==> config.mk <==
export PLATFORM = sky130hd
export DESIGN_NAME = s2mm_128
export DESIGN_NICKNAME = d
export VERILOG_FILES = /design/src/rtl/dma_axis_pkg.sv /design/src/rtl/s2mm_128.sv
export SDC_FILE = /design/constraint.sdc
export NUM_CORES = 1
export LEC_CHECK = 0
export ABC_CLOCK_PERIOD_IN_PS = 2100
export CAP_MARGIN = 0
export CORE_AREA = 10 10 139 205
export DETAILED_ROUTE_END_ITERATION = 8
export DIE_AREA = 0 0 149 215
export GPL_TIMING_DRIVEN = 0
export PLACE_DENSITY = 0.76
export SETUP_SLACK_MARGIN = 0.02
export SLEW_MARGIN = 20
export SYNTH_ARGS = -nofsm -noshare
export SYNTH_HDL_FRONTEND = slang
export SYNTH_SLANG_ARGS = --single-unit
==> constraint.sdc <==
create_clock -name clk -period 2.1 [get_ports clk]
set_input_delay 0.315 -clock clk [delete_from_list [all_inputs] [get_ports clk]]
set_output_delay 0.315 -clock clk [all_outputs]
set_load 0.02 [all_outputs]
==> src/rtl/dma_axis_pkg.sv <==
// Shared DMA stream definitions: data width, word size and engine FSM encoding.
// No logic; consumed by both the MM2S and S2MM engines.
// No flow control of its own.
package dma_axis_pkg;
    localparam int DATA_W = 128;
    localparam int WBYTES = 16;

    typedef enum logic [1:0] {
        ST_IDLE  = 2'd0,
        ST_RUN   = 2'd1,
        ST_DRAIN = 2'd2,
        ST_FIN   = 2'd3
    } dma_state_e;
endpackage

==> src/rtl/s2mm_128.sv <==
// Stream-to-memory engine: writes each accepted 128b AXIS beat to consecutive BRAM words.
// Latency: write issued the cycle after beat acceptance; done one cycle after the final write.
// Backpressure: registered s_tready, high only in RUN/DRAIN; dropped on the edge taking the last beat.
module s2mm_128
    import dma_axis_pkg::*;
#(
    parameter int ADDR_W = 12
) (
    input  logic              clk,
    input  logic              rstn,
    input  logic              start,
    input  logic [31:0]       byte_len,
    input  logic [ADDR_W-1:0] base,
    output logic              busy,
    output logic              done,
    output logic              err_short,
    output logic              err_long,
    output logic [31:0]       beats_wr,
    output logic              wr_en,
    output logic [ADDR_W-1:0] wr_addr,
    output logic [DATA_W-1:0] wr_data,
    input  logic [DATA_W-1:0] s_tdata,
    input  logic              s_tvalid,
    output logic              s_tready,
    input  logic              s_tlast
);

    dma_state_e        state_q, state_d;
    logic              busy_q, busy_d;
    logic              done_q, done_d;
    logic              err_short_q, err_short_d;
    logic              err_long_q, err_long_d;
    logic [31:0]       beats_wr_q, beats_wr_d;
    logic              wr_en_q, wr_en_d;
    logic [ADDR_W-1:0] wr_addr_q, wr_addr_d;
    logic [DATA_W-1:0] wr_data_q, wr_data_d;
    logic              tready_q, tready_d;
    logic [31:0]       bytes_left_q, bytes_left_d;
    logic [ADDR_W-1:0] cur_addr_q, cur_addr_d;

    logic accept;
    logic last_exp;

    assign accept   = s_tvalid && tready_q;
    // This beat uses up the remaining byte budget (partial final word counts as a whole beat).
    assign last_exp = (bytes_left_q <= 32'(WBYTES));

    // Next-state, datapath and output computation; everything holds unless a case overrides it.
    always_comb begin
        state_d      = state_q;
        busy_d       = busy_q;
        done_d       = 1'b0;
        err_short_d  = err_short_q;
        err_long_d   = err_long_q;
        beats_wr_d   = beats_wr_q;
        wr_en_d      = 1'b0;
        wr_addr_d    = wr_addr_q;
        wr_data_d    = wr_data_q;
        tready_d     = tready_q;
        bytes_left_d = bytes_left_q;
        cur_addr_d   = cur_addr_q;

        case (state_q)
            ST_IDLE: begin
                tready_d = 1'b0;
                if (start) begin
                    busy_d       = 1'b1;
                    bytes_left_d = byte_len;
                    cur_addr_d   = base;
                    beats_wr_d   = 32'd0;
                    err_short_d  = 1'b0;
                    err_long_d   = 1'b0;
                    if (byte_len == 32'd0) begin
                        state_d = ST_FIN;
                    end else begin
                        tready_d = 1'b1;
                        state_d  = ST_RUN;
                    end
                end
            end
            ST_RUN: begin
                if (accept) begin
                    wr_en_d      = 1'b1;
                    wr_addr_d    = cur_addr_q;
                    wr_data_d    = s_tdata;
                    cur_addr_d   = cur_addr_q + ADDR_W'(1);
                    beats_wr_d   = beats_wr_q + 32'd1;
                    bytes_left_d = last_exp ? 32'd0 : bytes_left_q - 32'(WBYTES);
                    if (s_tlast) begin
                        err_short_d = !last_exp;
                        tready_d    = 1'b0;
                        state_d     = ST_FIN;
                    end else if (last_exp) begin
                        err_long_d = 1'b1;
                        state_d    = ST_DRAIN;
                    end
                end
            end
            ST_DRAIN: begin
                // Surplus beats are swallowed so the upstream stream is left aligned on a packet boundary.
                if (accept && s_tlast) begin
                    tready_d = 1'b0;
                    state_d  = ST_FIN;
                end
            end
            ST_FIN: begin
                busy_d  = 1'b0;
                done_d  = 1'b1;
                state_d = ST_IDLE;
            end
            default: begin
                state_d = ST_IDLE;
            end
        endcase
    end

    // State and output registers; reset aborts any transfer in flight.
    always_ff @(posedge clk or negedge rstn) begin
        if (!rstn) begin
            state_q      <= ST_IDLE;
            busy_q       <= 1'b0;
            done_q       <= 1'b0;
            err_short_q  <= 1'b0;
            err_long_q   <= 1'b0;
            beats_wr_q   <= 32'd0;
            wr_en_q      <= 1'b0;
            wr_addr_q    <= '0;
            wr_data_q    <= '0;
            tready_q     <= 1'b0;
            bytes_left_q <= 32'd0;
            cur_addr_q   <= '0;
        end else begin
            state_q      <= state_d;
            busy_q       <= busy_d;
            done_q       <= done_d;
            err_short_q  <= err_short_d;
            err_long_q   <= err_long_d;
            beats_wr_q   <= beats_wr_d;
            wr_en_q      <= wr_en_d;
            wr_addr_q    <= wr_addr_d;
            wr_data_q    <= wr_data_d;
            tready_q     <= tready_d;
            bytes_left_q <= bytes_left_d;
            cur_addr_q   <= cur_addr_d;
        end
    end

    assign busy      = busy_q;
    assign done      = done_q;
    assign err_short = err_short_q;
    assign err_long  = err_long_q;
    assign beats_wr  = beats_wr_q;
    assign wr_en     = wr_en_q;
    assign wr_addr   = wr_addr_q;
    assign wr_data   = wr_data_q;
    assign s_tready  = tready_q;

endmodule

; After elaboration in Yosys (flattened, before gate mapping)
; Index checks and enable logic that the tools add are counted.
[op_classes]
n_mux = 36
n_reduce_logical = 15
n_lt_le_gt_ge = 1
n_eq_ne = 10
add_sub_neg = 3
[ops]
columns = operator, n
row1 = 32-bit 2-to-1 mux, 5
row2 = 32-bit one-hot mux with 2 select lines, 2
row3 = "32-bit by 1-bit adder with 32-bit output, second input constant", 1
row4 = "32-bit by 5-bit <= comparator with 1-bit output, second input constant", 1
row5 = 32-bit logical NOT, 1
row6 = "32-bit by 5-bit subtractor with 32-bit output, second input constant", 1
row7 = 12-bit 2-to-1 mux, 2
row8 = 12-bit one-hot mux with 2 select lines, 1
row9 = 1-bit 2-to-1 mux, 15
row10 = "12-bit by 1-bit adder with 12-bit output, second input constant", 1
row11 = 2-bit 2-to-1 mux, 6
row12 = "2-bit != test, second input constant", 6
row13 = 4-bit AND reduction, 3
row14 = 2-bit one-hot mux with 4 select lines, 1
row15 = 1-bit one-hot mux with 2 select lines, 3
row16 = 5-bit AND reduction, 1
row17 = "2-bit equality test, second input constant", 2
row18 = 2-bit AND reduction, 2
row19 = 2-bit nonzero test, 2
row20 = "3-bit != test, second input constant", 1
row21 = 1-bit one-hot mux with 3 select lines, 1
row22 = 3-bit AND reduction, 1
row23 = 3-bit nonzero test, 1
row24 = "2-bit by 1-bit equality test with 1-bit output, second input constant", 1
row25 = other kinds (3), 4
[word_totals]
regBits = 224
output_inout_bits = 178
elab_cells = 77
input_bits = 177

; Depth between registers and ports, before layout
; Gate-level depths: netlist of run 1.
[depth]
depth_word = 5
ltp_mapped = 9
depth_no_buf = 8

; Worst setup path before layout of run 1
; OpenSTA, ideal clock, no wires.
[synth_timing]
path_kind = reg-to-reg
from = register state_q[0]
to = register cur_addr_q[6]
n_path_buf = 2
setup_slack_ns = 0.077
synth_period_minus_slack_ns = 2.023
setup_ns = 0.120
arrival_ns = 1.903
path_stages_with_launch = 10
cell_sequence = dfrtp_1 > inv_1 > ha_1 > clkbuf_2 > mux2_2 > nand2_1 > buf_2 > nor2_1 > a211o_1 > o211a_1
[synth_via]
elab_chain_cells = 3
word_cells_on_any_way = 7
cone_classes = eq/ne (3) / mux (1) / reduce/logical (3)
[synth_rtl]
columns = element, line
row1 = start: declaration, s2mm_128.sv:28  ; dma_state_e state_q, state_d;
row2 = start signal: assignment, s2mm_128.sv:133  ; state_q <= state_d;
row3 = 2-bit by 1-bit equality test with 1-bit output / 2-bit logical NOT (equally long branches), s2mm_128.sv:63  ; case (state_q)
row4 = 2-bit != test (no source line) / 2-bit nonzero test (equally long branches), --
row5 = 3-bit AND reduction (no source line), --
row6 = end signal: assignment, s2mm_128.sv:144  ; cur_addr_q <= cur_addr_d;
row7 = end: declaration, s2mm_128.sv:39  ; logic [ADDR_W-1:0] cur_addr_q, cur_addr_d;
; Several ways; a longest one is shown, not always the timed one.
; A chain may end at the register's enable or synchronous reset.

; Final worst setup path of run 1
[layout_timing]
from = register bytes_left_q[13]
to = register bytes_left_q[22]
[layout_via]
elab_chain_cells = 4
word_cells_on_any_way = 5
cone_classes = add/sub (1) / order compare (1) / mux (3)
[layout_rtl]
columns = element, line
row1 = start: declaration, s2mm_128.sv:38  ; logic [31:0] bytes_left_q, bytes_left_d;
row2 = start signal: assignment, s2mm_128.sv:143  ; bytes_left_q <= bytes_left_d;
row3 = 32-bit by 5-bit subtractor with 32-bit output / 32-bit by 5-bit <= comparator with 1-bit output (equally long branches), "s2mm_128.sv:88, s2mm_128.sv:46"
row4 = 32-bit 2-to-1 mux (*), s2mm_128.sv:88  ; bytes_left_d = last_exp ? 32'd0 : bytes_left_q - 32'(WBYTES);
row5 = 32-bit 2-to-1 mux (*), s2mm_128.sv:82  ; if (accept) begin
row6 = 32-bit one-hot mux with 2 select lines (*), s2mm_128.sv:63
; Every way passes the cells marked *; elsewhere a longest branch is shown, timed or not. The select of a mux whose other input is x is not followed.

==> results.sh, run 1 <==
export IMPL_gp_congestion=0.935
export IMPL_max_freq_mhz=482
export IMPL_grt_pass1_vias=9583
export IMPL_status="completed"
export IMPL_cts_sinks=224
export IMPL_final_cells=1861
export IMPL_netlist_area_mm2=0.0100
export IMPL_viasPerCell=5.24
export IMPL_path_buf_inv=2
export IMPL_p_leak_nw=6.93
export IMPL_post_route_drc_count=0
export IMPL_yosys_warnings=0
export IMPL_antenna_found_initial=3
export IMPL_final_setup_viol_count=0
export IMPL_syn_nets=1296
export IMPL_rsz0062_at_grt="true"
export IMPL_overflow=0
export IMPL_synth_seq_cells=224
export IMPL_whs_ns=0.271
export IMPL_clk_latency_ns=0.51
export IMPL_crit_slowest_cell="dfrtp_2"
export IMPL_grt_pass1_wl_um=56400
export IMPL_arrival_ns=2.47
export IMPL_grt_total_usage=0.221
export IMPL_slowest_delay_ns=0.46
export IMPL_std_cell_rows=71
export IMPL_hold_viol=0
export IMPL_relSlewSlack=0.635
export IMPL_fp_dieH_um=215
export IMPL_ir_drop_uv=829
export IMPL_hpwl_um=28400
export IMPL_final_cell_area_mm2=0.0153
export IMPL_area_delta_synth_final_pct=52.1
export IMPL_cp_max_fo=10
export IMPL_place_area_mm2=0.0140
export IMPL_grt_max_degree=99
export IMPL_synthTopCellsByCount="nand2_1, dfrtp_1, clkbuf_1"
export IMPL_clkTransAtPathRegs_ns=0.07
export IMPL_cts_root_buf="clkbuf_16"
export IMPL_dr_pass1_iters=5
export IMPL_drive_gt1_frac=0.0915
export IMPL_power_total_mw=23.3
export IMPL_clk_path_buf_depth=3
export IMPL_synth_area_leaders="dfrtp_1, nand2_1, clkbuf_1, nand3_1, nor2_1"
export IMPL_syn_avg_cell_area_um2=9.03
export IMPL_postSynthCellCount=1111
export IMPL_placedCellCount=1795
export IMPL_start_kind="flip-flop"
export IMPL_netlist_top_cell_by_area="dfrtp_1"
export IMPL_fin_crit_sh=0.988
export IMPL_fin_nets=1700
export IMPL_htreeDepth=1
export IMPL_drv_cap=0
export IMPL_die_width_um=149
export IMPL_cp_common_cell="buf_6"
export IMPL_via_count=9751
export IMPL_p_per_area_mw_per_mm2=1520
export IMPL_first_iter_violations=627
export IMPL_worstPathRequired_ns=2.49
export IMPL_drtAntennaViolNets=0
export IMPL_ys_seq_area_frac=0.559
export IMPL_r2r_setup_slack_ns=0.03
export IMPL_ioPinCount=355
export IMPL_end_kind="flip-flop"
export IMPL_async_flop_share=1.00
export IMPL_synth_cell_types=64
export IMPL_finalWirelength_um=37300
export IMPL_cts_tree="yes"
export IMPL_period_needed_ns=2.07
export IMPL_avgRoutedWirePerCell_um=20.1
export IMPL_initial_core_util=0.403
export IMPL_critical_path_class="flip-flop to flip-flop"
export IMPL_yosysMostFrequentCell="nand2_1"
export IMPL_hold_path_class="input pin to async pin"
export IMPL_io_buffers=354
export IMPL_numCtsBuffers=22
export IMPL_core_area_mm2=0.0249
export IMPL_finClkSkew_ns=0.0128
export IMPL_worst_pin_slew_ns=0.548
export IMPL_slew_viol_final=0
export IMPL_synth_edff_count=0
export IMPL_synth_top_area_frac=0.559
export IMPL_cp_cell_sequence="nor4_4 -> and4b_1 -> buf_6 -> a31o_4 -> buf_6 -> nor3_1 -> a221o_1"
export IMPL_dieArea_mm2=0.0320
export IMPL_cpLargestDelayFamily="simple AND/OR/NAND/NOR gates"
export IMPL_synth_main_ff_cell="dfrtp_1"
-- layout make-up --
class	instances	area (µm²)
antenna	3	7.51
buffer	55	328
clock buffer	32	659
clock inverter	7	91.3
fill	2079	9610
inverter	17	66.3
multi-input combinational	815	4300
sequential	224	5610
tap	328	410
timing repair buffer	380	3790
-- state kept, by name (all words and copies together), names as in the netlist --
register / count
wr_data: 128
beats_wr: 32
wr_addr: 12
wr_en: 1
err_long: 1
cur_addr_q: 12
bytes_left_q: 32
state_q: 2
busy: 1
s_tready: 1
err_short: 1
done: 1
-- worst paths after layout --
| check | start | endpoint | cells after the start |
|---|---|---|---|
| min | rstn | wr_data[61]$_DFFE_PN0P_ | 2 |
| max reg2reg | bytes_left_q[13]$_DFFE_PN0P_ | bytes_left_q[22]$_DFFE_PN0P_ | 7 |
| min in group clk | s_tdata[35] | wr_data[35]$_DFFE_PN0P_ | 3 |
| max in group asynchronous | rstn | wr_data[25]$_DFFE_PN0P_ | 3 |
| min reg2reg | wr_addr[9]$_DFFE_PN0P_ | wr_addr[9]$_DFFE_PN0P_ | 2 |
| max | bytes_left_q[13]$_DFFE_PN0P_ | bytes_left_q[22]$_DFFE_PN0P_ | 7 |
-- layout by cell type (no fill, tap or decap), types with 5 or more instances in the layout --
cell             netlist  routed
mux2i_1               11      10
nor4_1                16      14
nor2_1                38      36
nand3_1               32      30
nand2_2                0       5
a22o_1                 5       5
or3_1                  7       7
buf_6                  2       6
and3_1                 8       8
a221oi_1               5       5
nand4_1               18      18
and4_1                 8       8
o311ai_1               5      11
nand2b_1              10      10
clkdlybuf4s50_1        0     353
dfrtp_1              224     219
inv_1                 16      14
xnor2_1               11      11
a22oi_1               10      10
a31oi_1                5       5
buf_4                  0      25
clkbuf_8               0       6
xor2_1                 7       7
clkbuf_16              0      23
o21ai_0               25      23
dfrtp_2                0       5
a21oi_1               18      17
nand2_1              469     463
clkbuf_2               2      17
clkbuf_1              44      24
o22ai_1                6       6
a221o_1                5       5
ha_1                   8       5
nor3_1                19      18
-- through the flow --
stage	setup TNS, ns	util	setup WS (ns)
floorplan	0	-	0.0768
global placement	-2079.86	0.562	-8.97
detailed placement	-79.45	0.565	-0.676
CTS	0	0.606	0.000854
global route	-0.0499	0.614	-0.0214
finish	0	0.614	0.0258
-- repair_timing --
item                                    4_1_cts  5_1_grt
hold buffers                                  1        0
gates cloned                                  0        0
endpoints found under the setup margin      180       90
pin swaps                                     4        9
resized for setup                            59       43
buffers inserted                             14        9
endpoints found under the hold margin        35        0
-- power by group --
| part | internal, mW | switching, mW | total [mW] |
|---|---|---|---|
| clock network | 2.43 | 1.72 | 4.14 |
| registers | 6.22 | 1.36 | 7.59 |
| logic | 5.12 | 6.40 | 11.5 |
| total | 13.8 | 9.48 | 23.3 |
-- cells by family after synthesis --
group / after synthesis / synth area share
xor gates and xnor gates: 18 / 0.0157
adders and majority gates: 8 / 0.00998
AOI/OAI and AO/OA: 126 / 0.0909
DFF: 224 / 0.559
and+or+nand+nor: 651 / 0.283
muxes: 12 / 0.0121
buffers and inverters: 72 / 0.0294
-- routing by layer --
layer	GRT usage	part of all wire
met5	0	0
met4	0.0827	0.036
met3	0.0446	0.076
met2	0.406	0.53
met1	0.240	0.36
Power figures use the tool's default switching activity.
==> run 2, diff against run 1 <==
--- a/config.mk
+++ b/config.mk
@@ -7,9 +7,9 @@
 export LEC_CHECK = 0
 export ABC_CLOCK_PERIOD_IN_PS = 2100
 export CAP_MARGIN = 0
-export CORE_AREA = 10 10 139 205
+export CORE_AREA = 2 2 131 197
 export DETAILED_ROUTE_END_ITERATION = 8
-export DIE_AREA = 0 0 149 215
+export DIE_AREA = 0 0 133 199
 export GPL_TIMING_DRIVEN = 0
 export PLACE_DENSITY = 0.76
 export SETUP_SLACK_MARGIN = 0.02
==> results.sh, run 2 (synthesized netlist as in run 1, its figures left out) <==
export IMPL_status="completed"
export IMPL_post_route_drc_count=0
export IMPL_relSlewSlack=0.643
export IMPL_viasPerCell=5.24
export IMPL_finalWirelength_um=35100
export IMPL_diodes=0
export IMPL_slew_viol_final=0
export IMPL_place_ws_ns=-0.604
export IMPL_grt_pass1_wl_um=53100
export IMPL_first_iter_violations=537
export IMPL_cts_tree="yes"
export IMPL_end_kind="flip-flop"
export IMPL_htreeDepth=1
export IMPL_via_count=9739
export IMPL_dr_pass1_iters=7
export IMPL_grt_pass1_vias=9666
export IMPL_final_cell_mix="nand2_1, clkdlybuf4s50_1, dfrtp_1, nor2_1, nand3_1"
export IMPL_critical_path_class="flip-flop to flip-flop"
export IMPL_overflow=0
export IMPL_placedCellCount=1795
export IMPL_io_buffers=354
export IMPL_drive_gt1_frac=0.0979
export IMPL_intPower_mw=13.9
export IMPL_final_cells=1860
export IMPL_setup_ws_ns=0.0334
export IMPL_max_freq_mhz=484
export IMPL_grt_total_usage=0.256
export IMPL_hold_path_class="input pin to async pin"
export IMPL_fp_dieH_um=199
export IMPL_worst_pin_slew_ns=0.536
export IMPL_swShare=0.406
export IMPL_fin_nets=1703
export IMPL_finClkSkew_ns=0.0136
export IMPL_final_common_cell="nand2_1"
export IMPL_clk_path_buf_depth=3
export IMPL_rsz0062_at_grt="true"
export IMPL_power_total_mw=23.4
export IMPL_arrival_ns=2.52
export IMPL_gp_congestion=0.956
export IMPL_ioPinCount=355
export IMPL_period_needed_ns=2.07
export IMPL_pwr_share_comb=0.493
export IMPL_p_switching_mw=9.51
export IMPL_start_kind="flip-flop"
export IMPL_std_cell_rows=71
export IMPL_grt_max_degree=96
export IMPL_worstPathRequired_ns=2.55
export IMPL_avgRoutedWirePerCell_um=18.9
export IMPL_largest_reg_flops=128
export IMPL_drv_cap=0
export IMPL_hold_viol=0
export IMPL_antenna_found_initial=0
export IMPL_final_setup_viol_count=0
export IMPL_die_width_um=133
export IMPL_fin_crit_sh=0.984
export IMPL_p_seq_frac=0.326
export IMPL_pwr_share_clk=0.181
export IMPL_dieArea_mm2=0.0265
export IMPL_ir_drop_uv=746
export IMPL_hpwl_um=25800
export IMPL_initial_core_util=0.405
export IMPL_fin_util=0.620
export IMPL_cp_max_fo=7
export IMPL_clk_latency_ns=0.52
export IMPL_clkTransAtPathRegs_ns=0.07
export IMPL_cts_root_buf="clkbuf_16"
export IMPL_numCtsBuffers=23
export IMPL_p_leak_nw=6.96
export IMPL_r2r_setup_slack_ns=0.03
export IMPL_core_area_mm2=0.0248
export IMPL_p_per_area_mw_per_mm2=1520
export IMPL_whs_ns=0.267
export IMPL_area_delta_synth_final_pct=53.1
export IMPL_cts_sinks=224
export IMPL_drtAntennaViolNets=0
[run 2: changes by cell type in the layout (fill, tap and decap cells not counted), sizes merged]
| cell | change |
|---|---|
| diode | -3 |
| clkinv | -1 |
| inv | +1 |
| bufinv | +1 |
| clkbuf | -1 |
| clkinvlp | +2 |
[run 2: stage by stage]
stage / setup TNS [ns] / cell area [µm²]
4_1_cts: 0 / 15100
3_5_place_dp: -76.95 / 14000
3_3_place_gp: -2058.75 / 14000
2_1_floorplan: 0 / 10000
6_report: 0 / 15400
5_1_grt: -0.0155 / 15400
[run 2: worst paths after layout]
kind / startpoint / endpoint / cells past startpoint
worst max-delay path: state_q[0]$_DFFE_PN0P_ / beats_wr[31]$_DFFE_PN0P_ / 8
worst min-delay path: rstn / wr_data[127]$_DFFE_PN0P_ / 2
worst max register to register: state_q[0]$_DFFE_PN0P_ / beats_wr[31]$_DFFE_PN0P_ / 8
worst min register to register: wr_data[6]$_DFFE_PN0P_ / wr_data[6]$_DFFE_PN0P_ / 2
max in group asynchronous: rstn / wr_data[12]$_DFFE_PN0P_ / 4
min in group clk: s_tdata[27] / wr_data[27]$_DFFE_PN0P_ / 3
[run 2: metal layers]
layer / vias to the layer above / global-route usage / part of all wire
li1: 4576 / - / -
met1: 4661 / 0.280 / 0.36
met2: 406 / 0.484 / 0.53
met3: 96 / 0.0446 / 0.066
met4: 0 / 0.112 / 0.041
met5: - / 0 / 0
[run 2: final cells by class]
cell class              count  area, µm²
clock inverters            10        136
fillers                  2119       9420
inverters                  17       66.3
repair buffers            382       3820
plain buffers              55        330
well taps                 328        410
flip-flops and latches    224       5610
multi-input cells         815       4370
clock buffers              29        628
[run 2: what timing repair did]
item / CTS / global route
setup buffers: 12 / 13
hold buffers: 1 / 0
pin swaps: 5 / 10
endpoints found under the hold margin: 40 / 0
endpoints found under the setup margin: 180 / 81
gates resized for setup: 69 / 41
[run 2: critical path, cell delays in order, from the launching register on]
cell and delay (ns):
dfrtp_1 0.40, inv_2 0.08, ha_4 0.16, buf_8 0.13, mux2_4 0.28, and4_4 0.29
nand2b_4 0.08, or4_4 0.43, a21oi_2 0.15
[run 2: power by group through the flow]
stage / Sequential (mW) / Clock, mW / Combinational, mW
2_1_floorplan: 9.17 / 0 / 3.79
3_3_place_gp: 7.54 / 0 / 10.3
3_5_place_dp: 7.62 / 0 / 10.5
4_1_cts: 7.58 / 4.31 / 11.1
5_1_grt: 7.87 / 4.45 / 12.3
6_report: 7.63 / 4.23 / 11.5
